### src/rtl/comparador_pkg.sv
// comparador_pkg
// Shared definitions for the serial magnitude comparator: FSM state type and
// the default values of the comparator parameters.
package comparador_pkg;

    typedef enum logic [1:0] {
        REPOSO,
        CALCULO,
        FIN
    } estado_t;

    localparam int unsigned ANCHO_DEF      = 8;
    localparam int unsigned PASO_DEF       = 1;
    localparam logic        ESTADO_INI_DEF = 1'b0;

endpackage

### src/rtl/celda_paso_d_i.sv
// celda_paso_d_i
// Combinational chain of PASO comparator bit cells, bit 0 first.
// Each cell propagates x' = (~a & b) | (x & ~a) | (x & b), i.e. after the
// chain x_out is 1 when the processed slice of A is below that of B, or the
// slices are equal and x_in was 1.
// Ports:
//   a, b   [PASO-1:0] operand slices (LSB processed first)
//   x_in              carry into the least significant cell
//   x_out             carry out of the most significant cell
module celda_paso_d_i #(
    parameter int unsigned PASO = 1
) (
    input  logic [PASO-1:0] a,
    input  logic [PASO-1:0] b,
    input  logic            x_in,
    output logic            x_out
);

    logic x;

    always_comb begin
        x = x_in;
        for (int unsigned i = 0; i < PASO; i++) begin
            x = (~a[i] & b[i]) | (x & ~a[i]) | (x & b[i]);
        end
        x_out = x;
    end

endmodule

### src/rtl/comparador_serie_d_i.sv
// comparador_serie_d_i
// Serial magnitude comparator, LSB first, PASO bits per cycle.
// On an accepted inicio both operands are captured and shifted through
// celda_paso_d_i for ANCHO/PASO cycles; the final carry is presented on p_x
// with a one-cycle valido pulse.
// Optional feature: define COMPARADOR_IGUAL_EN to build the equality flag
// driving igual; without it igual is tied to 0.
// Ports:
//   clk, rst      clock (rising edge), asynchronous active-high reset
//   inicio        start request, sampled only while listo=1
//   a_p, b_p      operands A and B [ANCHO-1:0]
//   listo         idle, ready to accept inicio
//   valido        one-cycle pulse, p_x/igual valid
//   p_x           1 when A<B, or A==B and ESTADO_INI=1 (held until next result)
//   igual         1 when A==B (held until next result)
module comparador_serie_d_i
    import comparador_pkg::*;
#(
    parameter int unsigned ANCHO      = ANCHO_DEF,
    parameter int unsigned PASO       = PASO_DEF,
    parameter logic        ESTADO_INI = ESTADO_INI_DEF
) (
    input  logic             clk,
    input  logic             rst,
    input  logic             inicio,
    input  logic [ANCHO-1:0] a_p,
    input  logic [ANCHO-1:0] b_p,
    output logic             listo,
    output logic             valido,
    output logic             p_x,
    output logic             igual
);

    localparam int unsigned CICLOS = ANCHO / PASO;
    localparam int unsigned CW     = $clog2(CICLOS + 1);
    localparam logic [CW-1:0] ULTIMO = CW'(CICLOS - 1);

    generate
        if (ANCHO < 2 || PASO < 1 || (ANCHO % PASO) != 0) begin : g_param_chk
            $error("comparador_serie_d_i: ANCHO must be >= 2 and a multiple of PASO");
        end
    endgenerate

    estado_t          estado, estado_sig;
    logic [ANCHO-1:0] a_q, b_q;
    logic [CW-1:0]    cnt;
    logic             x_q, x_sig;
    logic             p_x_q;
    logic             acepta, ultimo;

    celda_paso_d_i #(.PASO(PASO)) u_celdas (
        .a     (a_q[PASO-1:0]),
        .b     (b_q[PASO-1:0]),
        .x_in  (x_q),
        .x_out (x_sig)
    );

    always_ff @(posedge clk or posedge rst) begin
        if (rst) estado <= REPOSO;
        else     estado <= estado_sig;
    end

    always_comb begin
        estado_sig = estado;
        listo      = 1'b0;
        valido     = 1'b0;
        acepta     = 1'b0;
        ultimo     = 1'b0;
        case (estado)
            REPOSO: begin
                listo = 1'b1;
                if (inicio) begin
                    acepta     = 1'b1;
                    estado_sig = CALCULO;
                end
            end
            CALCULO: begin
                if (cnt == ULTIMO) begin
                    ultimo     = 1'b1;
                    estado_sig = FIN;
                end
            end
            FIN: begin
                valido     = 1'b1;
                estado_sig = REPOSO;
            end
            default: estado_sig = REPOSO;
        endcase
    end

    always_ff @(posedge clk or posedge rst) begin
        if (rst) begin
            a_q   <= '0;
            b_q   <= '0;
            cnt   <= '0;
            x_q   <= ESTADO_INI;
            p_x_q <= 1'b0;
        end else if (acepta) begin
            a_q <= a_p;
            b_q <= b_p;
            cnt <= '0;
            x_q <= ESTADO_INI;
        end else if (estado == CALCULO) begin
            a_q <= a_q >> PASO;
            b_q <= b_q >> PASO;
            cnt <= cnt + CW'(1);
            x_q <= x_sig;
            // Result register is loaded on the last slice so it is already
            // valid during FIN and then holds until the next operation ends.
            if (ultimo) p_x_q <= x_sig;
        end
    end

    assign p_x = p_x_q;

`ifdef COMPARADOR_IGUAL_EN
    logic eq_q, eq_sig, igual_q;

    assign eq_sig = eq_q & (a_q[PASO-1:0] == b_q[PASO-1:0]);

    always_ff @(posedge clk or posedge rst) begin
        if (rst) begin
            eq_q    <= 1'b1;
            igual_q <= 1'b0;
        end else if (acepta) begin
            eq_q <= 1'b1;
        end else if (estado == CALCULO) begin
            eq_q <= eq_sig;
            if (ultimo) igual_q <= eq_sig;
        end
    end

    assign igual = igual_q;
`else
    assign igual = 1'b0;
`endif

endmodule

### config.mk
export PLATFORM = sky130hd
export DESIGN_NAME = comparador_serie_d_i
export DESIGN_NICKNAME = d
export VERILOG_FILES = /design/src/rtl/comparador_pkg.sv /design/src/rtl/celda_paso_d_i.sv /design/src/rtl/comparador_serie_d_i.sv
export SDC_FILE = /design/constraint.sdc
export NUM_CORES = 1
export LEC_CHECK = 0
export ABC_CLOCK_PERIOD_IN_PS = 1700
export BUFFER_PORTS_ARGS = -buffer_cell sky130_fd_sc_hd__clkbuf_2
export CAP_MARGIN = 20
export CORE_MARGIN = 2
export CORE_UTILIZATION = 50
export DETAILED_ROUTE_END_ITERATION = 16
export PLACE_DENSITY = 0.74
export SLEW_MARGIN = 20
export SYNTH_ARGS = -nofsm -noshare
export SYNTH_HDL_FRONTEND = slang
export SYNTH_SLANG_ARGS = --single-unit
### constraint.sdc
create_clock -name clk -period 1.7 [get_ports clk]
set_input_delay 0.34 -clock clk [delete_from_list [all_inputs] [get_ports clk]]
set_output_delay 0.34 -clock clk [all_outputs]
set_load 0.1 [all_outputs]
==> results.md, run 1 <==
* Status: finished clean
* Slew Viols, Final at 0
* Grt met2 use at 0.303
* Yosys cell types at 25
* PwrDens at 1740 nW/um^2
* Worst slew pin tran at around 0.54 ns
* Top cell types by occurrence after synthesis: nand2_1 (39), dfrtp_1 (24), a22oi_1 (13)
* GPL Wtd Cong at 0.795
* WP data required at 1.36 ns
* Crit path from: estado[1]
* Total GRT Usage at 0.188
* Initial DRC count at 20
* Reg area at around 600 sq um
* Ys Warns at 0
* CTS resizes at 0
* Hold Buf Count CTS at 0
* Setup tns final at 0 ns
* Final hold vios at 0
* Vias per cell at 5.28
* Final setup vio count at 0
* HPWL after DPL at 1590 microns
* Cell taking the most area after synthesis: dfrtp_1
* Setup CP Type: register to output pin
* Share of the yosys chip area belonging to registers at 0.562
* Post-synth ARST share at 1.00
* CP delay by family, top: flip-flops
* Top-area cell type share of the netlist area at 0.562
* Ys flop type: dfrtp_1
* Placed Cells at 158
* Vias in the first global route at 822
* Worst path arrival time at 1.22 ns
* Initial antenna violation count at 0
* Normalized max-slew margin at 0.644
* TritonCTS clock tree: built
* Slowest-stage cell, CP: dfrtp_1
* Worst hold path type: input port to async pin
* Placed Area at 1260 sq um
* GR Util met1 at 0.259
* Row Count at 16
* CP cell instances: nor2b_2 -> buf_12
* Yosys reg bits at 24
* Bufs on Longest Clock Path at 2
* Clock Tree Root: clkbuf_4
* Slowest stage delay, CP at 0.48 ns
* First-pass DRT Iterations at 5
* Die area at between 2000 and 3000 sq um
* Area of the multi-input gates at about 430 sq um
* Die Y at 50.2 microns
* Routed len/inst at 13.4 microns
* Layout cells sized above 1 at 0.276
* Skew-Pair Late Insertion Delay at 0.31 ns
* Max Cap Viol at 0
* R2R Path Start: estado[1]
* Final non-filler cell total at 161
* Post-synth EDFFs at 0
* Worst path bufs/invs at 1
* Reg clk slew, reported paths at roughly 0.12 ns
* CP Launch Type: register
* Gate count of the mapped netlist at about 110
* Drt drc at 0
* Max Clock Skew at 0.00719 ns
* Routed vias at 850
* Io pins at 23
* Area growth from synthesis to layout at 19.9%
* Worst Path Max Fanout at 7
* Post-synthesis cell area at 1070 sq um
* H-tree Lvls at 1
* Final worst path period need at 1.56 ns
* First-pass GRT wire length at around 3600 microns
* Fmax at 640 MHz
* Starting density of the core at 0.539
* Average size of a mapped cell at 9.80 sq um
* Routed WL at 2160 microns
* RSZ-0062 raised after global routing: no
* Crit end category: output pin
* Largest net degree at the start of global routing at 25
* FILL cells at around 170
* Most frequent cell after synthesis: nand2_1
* Clock net sink count at 24
* Ant diodes at 0
* Worst vdd ir at 1230 uV
* Fin crit share at 0.919
* Met3 Resource Use GR at 0.0327
* Post-CTS Repair Setup Buffers at 0
* Nets at 156
* Detail Route Antenna Nets at 0
* Die width at around 50 microns
* Grt peak-use layer: met2
* Core area at 1980 sq um
* Syn_nets at 129
* Number of I/O port buffers at 21
* Post-Layout Inst Area at 1280 sq um
* Synth area leaders: dfrtp_1 (56%), nand2_1 (14%), a22oi_1 (9.1%), buf_4 (2.1%), nand3_1 (1.4%)
* R2R Setup Slk at 0.31 ns
* GR Overflow Total at 0
* Leak at between 0.0006 and 0.0007 uW
* Cts bufs inserted at 3
[placed cells by master (no fill, tap or decap), drive strengths merged, types with 2 or more instances in the layout]
cell	n
nand2	39
nor2b	2
o21ai	3
nor2	3
a22oi	13
nand3	3
a21oi	2
clkbuf	22
dfrtp	24
buf	9
[per-stage QoR]
stage	power [uW]	hold WS, ns	worst slack (ns)	util
6_report	2230	0.0343	0.137	0.646
5_1_grt	2400	0.0453	0.0692	0.646
4_1_cts	2240	0.0438	0.132	0.646
3_5_place_dp	2000	0.385	0.338	0.635
3_3_place_gp	1950	0.377	0.367	0.635
2_1_floorplan	1700	0.355	0.0842	-
[layer usage]
metal  wire length [microns]  vias to the layer above  share of wire
li1                        -                      419              -
met2                    1030                       27           0.48
met3                     115                        2          0.053
met1                    1010                      402           0.47
met5                       0                        -              0
met4                      10                        0         0.0046
[kinds of logic (layout without fill, tap and decap cells)]
kind of cell	count (synthesis)	after routing	share of synthesized area
AND/OR/NAND/NOR	52	52	0.217
flip-flops	24	24	0.562
AO/OA/AOI/OAI	22	22	0.149
buffers and inverters	7	32	0.0375
multiplexers	2	2	0.0199
adder cells (fa/ha/maj)	1	1	0.0117
other	1	1	0.00351
[worst paths after layout]
kind,to,cells after the start
max,valido,2
min,estado[1],3
max reg2reg,p_x,3
min reg2reg,b_q[4],2
max in group asynchronous,b_q[0],3
min in group clk,a_q[7],3
[tightest hold or removal path, cell delays in order]
cell and delay, ns:
clkbuf_2 0.08, inv_1 0.04, buf_4 0.29
[layout make-up]
| cell class | instances | share of cell area |
|---|---|---|
| Clock buffer | 3 | 0.0176 |
| Inverter | 1 | 0.00293 |
| Multi-Input combinational cell | 78 | 0.338 |
| Sequential cell | 24 | 0.469 |
| Tap cell | 27 | 0.0264 |
| Timing Repair Buffer | 28 | 0.146 |
[power by group]
part	internal (uW)	switching (uW)
sequential	804	176
clock	82.8	158
combinational	401	608
total	1290	942
[flip-flops by register name, summed over array words and instances (netlist names)]
signal and cells:
b_q 8, cnt 4, p_x 1, estado 2
x_q 1, a_q 8
Note: power is estimated with default switching activity, not from simulation.
==> run 2: changes to the inputs <==
--- a/config.mk
+++ b/config.mk
@@ -15,4 +15,5 @@
 export SLEW_MARGIN = 20
 export SYNTH_ARGS = -nofsm -noshare
 export SYNTH_HDL_FRONTEND = slang
+export SYNTH_HIERARCHICAL = 1
 export SYNTH_SLANG_ARGS = --single-unit
==> results.md, run 2 <==
* CTS resizes at 0
* Bufs on Longest Clock Path at 2
* CP delay by family, top: flip-flops
* Most common cell after layout, fill and taps aside: nand2_1
* Worst hold path type: input port to async pin
* Comb power frac at 0.454
* Ys flop type: dfrtp_1
* WP data required at 1.36 ns
* Synth area leaders: dfrtp_1 (55%), nand2_1 (13%), a22oi_1 (9.5%), buf_6 (3.1%), nand3_1 (1.8%)
* RSZ-0062 raised after global routing: no
* Area growth from synthesis to layout at 16.0%
* First-pass GRT wire length at around 3500 microns
* Post-synthesis compound-gate area fraction at 0.133
* R2r worst-path depth at 4
* Routed vias at 832
* Crit end category: output pin
* Top cell types by occurrence after synthesis: nand2_1 (38), dfrtp_1 (24), a22oi_1 (14)
* Post-synth ARST share at 1.00
* Starting density of the core at 0.545
* Multiplexer share of the synthesized area at 0.0227
* Metal2 WL at 956 microns
* Clock net sink count at 24
* Io pins at 23
* Routed len/inst at 12.4 microns
* Fmax at 631 MHz
* GPL Wtd Cong at 0.732
* Wl on met1 at 915 microns
* Crit path from: estado[1]
* Ys Warns at 6
* Fin crit share at 0.933
* Layout cells sized above 1 at 0.282
* Drt drc at 0
* Reg power frac at 0.438
* Largest net degree at the start of global routing at 25
* Initial antenna violation count at 0
* Reg clk slew, reported paths at 0.12 ns
* Final hold vios at 0
* Setup tns final at 0 ns
* Setup CP Type: register to output pin
* Detail Route met3 WL at ~80 microns
* Nets at roughly 150
* Xor and xnor area share after synthesis at 0
* Cts bufs inserted at 3
* R2R Setup Slk at 0.32 ns
* Number of I/O port buffers at 21
* Detail Route Antenna Nets at 0
* Largest regs: a_q x8, b_q x8, cnt x4
* Clock Tree Root: clkbuf_4
* H-tree Lvls at 1
* Gate count of the mapped netlist at 109
* HPWL after DPL at 1390 microns
* Max Clock Skew at roughly 0.0024 ns
* Slew Viols, Final at 0
* R2R Path Start: cnt[0]
* Max layer used: met4
* Yosys reg bits at 24
* Status: finished clean
* Cell Int Power at 1280 uW
* Worst flop-to-flop path endpoint: p_x
* Worst path bufs/invs at 1
* PwrDens at around 1700 nW/um^2
* Reg area at 601 sq um
* Share of the yosys chip area belonging to registers at 0.545
* Cell taking the most area after synthesis: dfrtp_1
* Hold Buf Count CTS at 0
* Initial DRC count at 16
* Post-Layout Inst Area at around 1300 sq um
* Adder-cell share of the synthesized area at 0.0216
* Core area at 2020 sq um
* GR Overflow Total at 0
* Ant diodes at 0
* Die area at between 2000 and 3000 sq um
* Most frequent cell after synthesis: nand2_1
* CP cell instances: nor2b_2 -> buf_12
* Total GRT Usage at 0.175
* Net switching power at 924 uW
* Post-synth EDFFs at 0
* Slowest stage delay, CP at around 0.51 ns
* Routed WL at slightly below 2000 microns
* Worst Path Max Fanout at 7
* Row Count at 16
* Clk network pwr share at 0.109
* Placed Area at approximately 1300 sq um
* Die width at 50.9 microns
* Worst hold margin at 0.0326 ns
* Vias in the first global route at around 810
* Average size of a mapped cell at 10.1 sq um
* Main combinational cell family by area after synthesis: simple AND/OR/NAND/NOR gates
* Syn_nets at 129
* First-pass DRT Iterations at 4
* TritonCTS clock tree: built
* Skew-Pair Late Insertion Delay at 0.31 ns
* Worst slew pin tran at 0.537 ns
* Most frequent cells in the layout: nand2_1 (38), dfrtp_1 (24), clkbuf_2 (19)
* Post-synthesis simple-gate area fraction at 0.215
* Pre-CTS setup slack at 0.340 ns
* Final setup vio count at 0
* Post-CTS Repair Setup Buffers at 0
* Switching part of the total at 0.418
* Slowest-stage cell, CP: dfrtp_1
* WP depth at 2
* FILL cells at around 180
* Max Cap Viol at 0
* Normalized max-slew margin at 0.643
* Vias per cell at between 5 and 6
* Die Y at around 50 microns
* PnR worst setup slack at 0.114 ns
* Area of the multi-input gates at 440 sq um
* Leak at around 0.00067 uW
* CP Launch Type: register
* Top-area cell type share of the netlist area at 0.545
* Worst vdd ir at 874 uV
* Final worst path period need at 1.59 ns
* Post-synthesis cell area at between 1000 and 1500 sq um
* Yosys cell types at 26
* Worst path arrival time at between 1 and 1.5 ns
* Critical Path Sink: valido
## run 2: worst reg2reg max path, cell delays in order (launching register included)
cell,delay [ns]
dfrtp_1,0.43
ha_1,0.23
and3b_1,0.17
and2_4,0.16
mux2_4,0.29
## run 2: layout make-up
type	instances	area share
clock buffer	3	0.0176
multi-input combinational	76	0.345
sequential	24	0.470
tap	27	0.0264
inverter	2	0.00588
timing repair buffer	26	0.135
## run 2: routing by layer
layer  global-route usage  up-vias
li1                     -      410
met1                0.228      400
met2                0.301       20
met3               0.0526        2
met4               0.0135        0
met5                    0        -
## run 2: worst min path at each step
stage                     from  endpoint  slack [ns]  cells after the start
final                      rst    b_q[2]        0.03                      3
after global routing       rst    a_q[2]        0.07                      3
after CTS                  rst    b_q[0]        0.03                      3
after detailed placement   rst    a_q[2]        0.38                      3
after global placement     rst    a_q[2]        0.37                      3
after floorplan            rst    a_q[0]        0.35                      1
## run 2: logic make-up after synthesis
family,Yosys count
AND/OR/NAND/NOR,51
flip-flops,24
AO/OA/AOI/OAI,20
buffers and inverters,9
multiplexers,2
adder cells (fa/ha/maj),2
other,1
## run 2: power by group through the flow
stage	clock (uW)	sequential, uW	combinational, uW
finish	240	967	1000
global placement	0	964	975
CTS	250	965	1010
floorplan	0	999	764
detailed placement	0	976	1010
global route	272	1000	1110
## run 2: through the flow
step,total power [uW],std cells,utilization
floorplan,1760,109,-
global placement,1940,155,0.621
detailed placement,1980,155,0.621
CTS,2220,158,0.632
global route,2390,158,0.632
finish,2210,158,0.632
==> run 3: changes to the inputs <==
--- a/config.mk
+++ b/config.mk
@@ -6,12 +6,13 @@
 export NUM_CORES = 1
 export LEC_CHECK = 0
 export ABC_CLOCK_PERIOD_IN_PS = 1700
-export BUFFER_PORTS_ARGS = -buffer_cell sky130_fd_sc_hd__clkbuf_2
 export CAP_MARGIN = 20
 export CORE_MARGIN = 2
 export CORE_UTILIZATION = 50
 export DETAILED_ROUTE_END_ITERATION = 16
-export PLACE_DENSITY = 0.74
+export DONT_BUFFER_PORTS = 1
+export GPL_TIMING_DRIVEN = 0
+export RECOVER_POWER = 25
 export SLEW_MARGIN = 20
 export SYNTH_ARGS = -nofsm -noshare
 export SYNTH_HDL_FRONTEND = slang
==> results.md, run 3 (synthesis results as in run 2) <==
* Skew-Pair Late Insertion Delay at roughly 0.31 ns
* Drt drc at 0
* Comb power frac at 0.422
* Routed len/inst at around 14 microns
* Final worst path period need at 1.68 ns
* Final setup vio count at 0
* Fmax at 595 MHz
* CP cell instances: nor2b_4
* Routed vias at 776
* Core area at 2020 sq um
* Worst Path Max Fanout at 7
* Vias in the first global route at 802
* Reg power frac at 0.467
* Reg clk slew, reported paths at 0.12 ns
* Largest regs: a_q x8, b_q x8, cnt x4
* Slew Viols, Final at 0
* First-pass DRT Iterations at 4
* Fin util at 0.584
* Ant diodes at 0
* Detail Route Antenna Nets at 0
* Normalized max-slew margin at 0.403
* WP depth at 1
* Max Cap Viol at 0
* Slowest stage delay, CP at ~0.57 ns
* Most frequent cells in the layout: nand2_1 (38), dfrtp_1 (23), a22oi_1 (14)
* Cell Int Power at 1260 uW
* Die width at a little over 50 microns
* Number of I/O port buffers at 0
* WP data required at 1.36 ns
* Initial antenna violation count at 0
* Worst flop-to-flop path endpoint: b_q[5]
* Worst path bufs/invs at 0
* Worst path arrival time at about 1.3 ns
* Starting density of the core at 0.545
* Placed Area at around 1100 sq um
* Slowest-stage cell, CP: nor2b_4
* TritonCTS clock tree: built
* Final hold vios at 0
* PwrDens at about 1900 nW/um^2
* R2r worst-path depth at 6
* Hold Buf Count CTS at 0
* HPWL after DPL at 1370 microns
* Max Clock Skew at ~0.0066 ns
* First-pass GRT wire length at 3510 microns
* Largest net degree at the start of global routing at 25
* Switching part of the total at 0.422
* Crit path from: estado[1]
* Nets at 135
* GPL Wtd Cong at 0.708
* Setup CP Type: register to output pin
* Status: finished clean
* Layout cells sized above 1 at 0.168
* Net switching power at 924 uW
* Initial DRC count at 12
* Clock Tree Root: clkbuf_4
* R2R Setup Slk at 0.27 ns
* Die area at roughly 2600 sq um
* Area growth from synthesis to layout at 7.27%
* Die Y at 50.9 microns
* Worst hold path type: input port to async pin
* RSZ-0062 raised after global routing: yes
* Clock net sink count at 24
* Most common cell after layout, fill and taps aside: nand2_1
* Post-Layout Inst Area at 1180 sq um
* Routed WL at 1960 microns
* H-tree Lvls at 1
* R2R Path Start: estado[0]
* Critical Path Sink: valido
* Row Count at 16
* CP Launch Type: register
* Worst slew pin tran at 0.895 ns
* CP delay by family, top: simple AND/OR/NAND/NOR gates
* Total GRT Usage at 0.181
* Crit end category: output pin
* GR Overflow Total at 0
* Vias per cell at ~5.5
* Io pins at 23
* Worst vdd ir at about 1200 uV
* Bufs on Longest Clock Path at 2
* Leak at 0.000592 uW
* Fin crit share at 0.989
* Cts bufs inserted at 3
* Clk network pwr share at 0.110
==> run 3: cell types whose count changed in the layout (fill, tap and decap cells not counted), moves of 2 or more <==
cell and delta:
clkbuf_2 -19, buf_6 +3, buf_12 -2, buf_4 -2
==> run 3: how the worst min path moves through the flow <==
stage	slack (ns)	startpoint	end
final	0.09	rst	a_q[3]
after global placement	0.45	a_p[7]	a_q[7]
after detailed placement	0.45	a_p[7]	a_q[7]
after CTS	0.13	rst	a_q[3]
after floorplan	0.35	rst	a_q[0]
after global routing	0.13	b_p[7]	b_q[7]
==> run 3: power groups by stage <==
stage,Combinational [uW],Clock (uW),Sequential (uW)
2_1_floorplan,764,0,999
3_3_place_gp,880,0,1020
3_5_place_dp,913,0,1030
4_1_cts,928,249,1020
5_1_grt,1050,269,1060
6_report,924,242,1020
==> run 3: per-stage QoR <==
stage | hold WS, ns | instances | TNS [ns] | worst slack [ns] | power, uW
4_1_cts | 0.127 | 139 | 0 | 0.00192 | 2200
5_1_grt | 0.128 | 140 | -0.0464 | -0.0339 | 2370
3_3_place_gp | 0.448 | 136 | 0 | 0.0259 | 1900
6_report | 0.0920 | 140 | 0 | 0.0183 | 2190
2_1_floorplan | 0.355 | 109 | 0 | 0.0507 | 1760
3_5_place_dp | 0.453 | 136 | 0 | 0.00244 | 1940
==> run 3: layer usage <==
metal  wire, microns  vias up  track usage
met5               0        -            0
met4              12        0       0.0676
met3             131        2       0.0468
met2             887       19        0.294
met1             927      378        0.233
li1                -      377            -
==> run 3: repair_timing <==
item                       in CTS  in global routing
setup endpoints to repair       2                  2
resized for setup               3                  0
hold endpoints to repair        0                  0
gates cloned                    0                  0
setup buffers                   0                  1
pin swaps                       0                  1
==> run 3: layout make-up <==
| type | count | area, sq um |
|---|---|---|
| multi-input cells | 76 | 450 |
| inverters | 2 | 7.51 |
| repair buffers | 1 | 7.51 |
| well taps | 27 | 33.8 |
| clock buffers | 3 | 22.5 |
| plain buffers | 7 | 57.6 |
| flip-flops and latches | 24 | 602 |
| fillers | 190 | 841 |
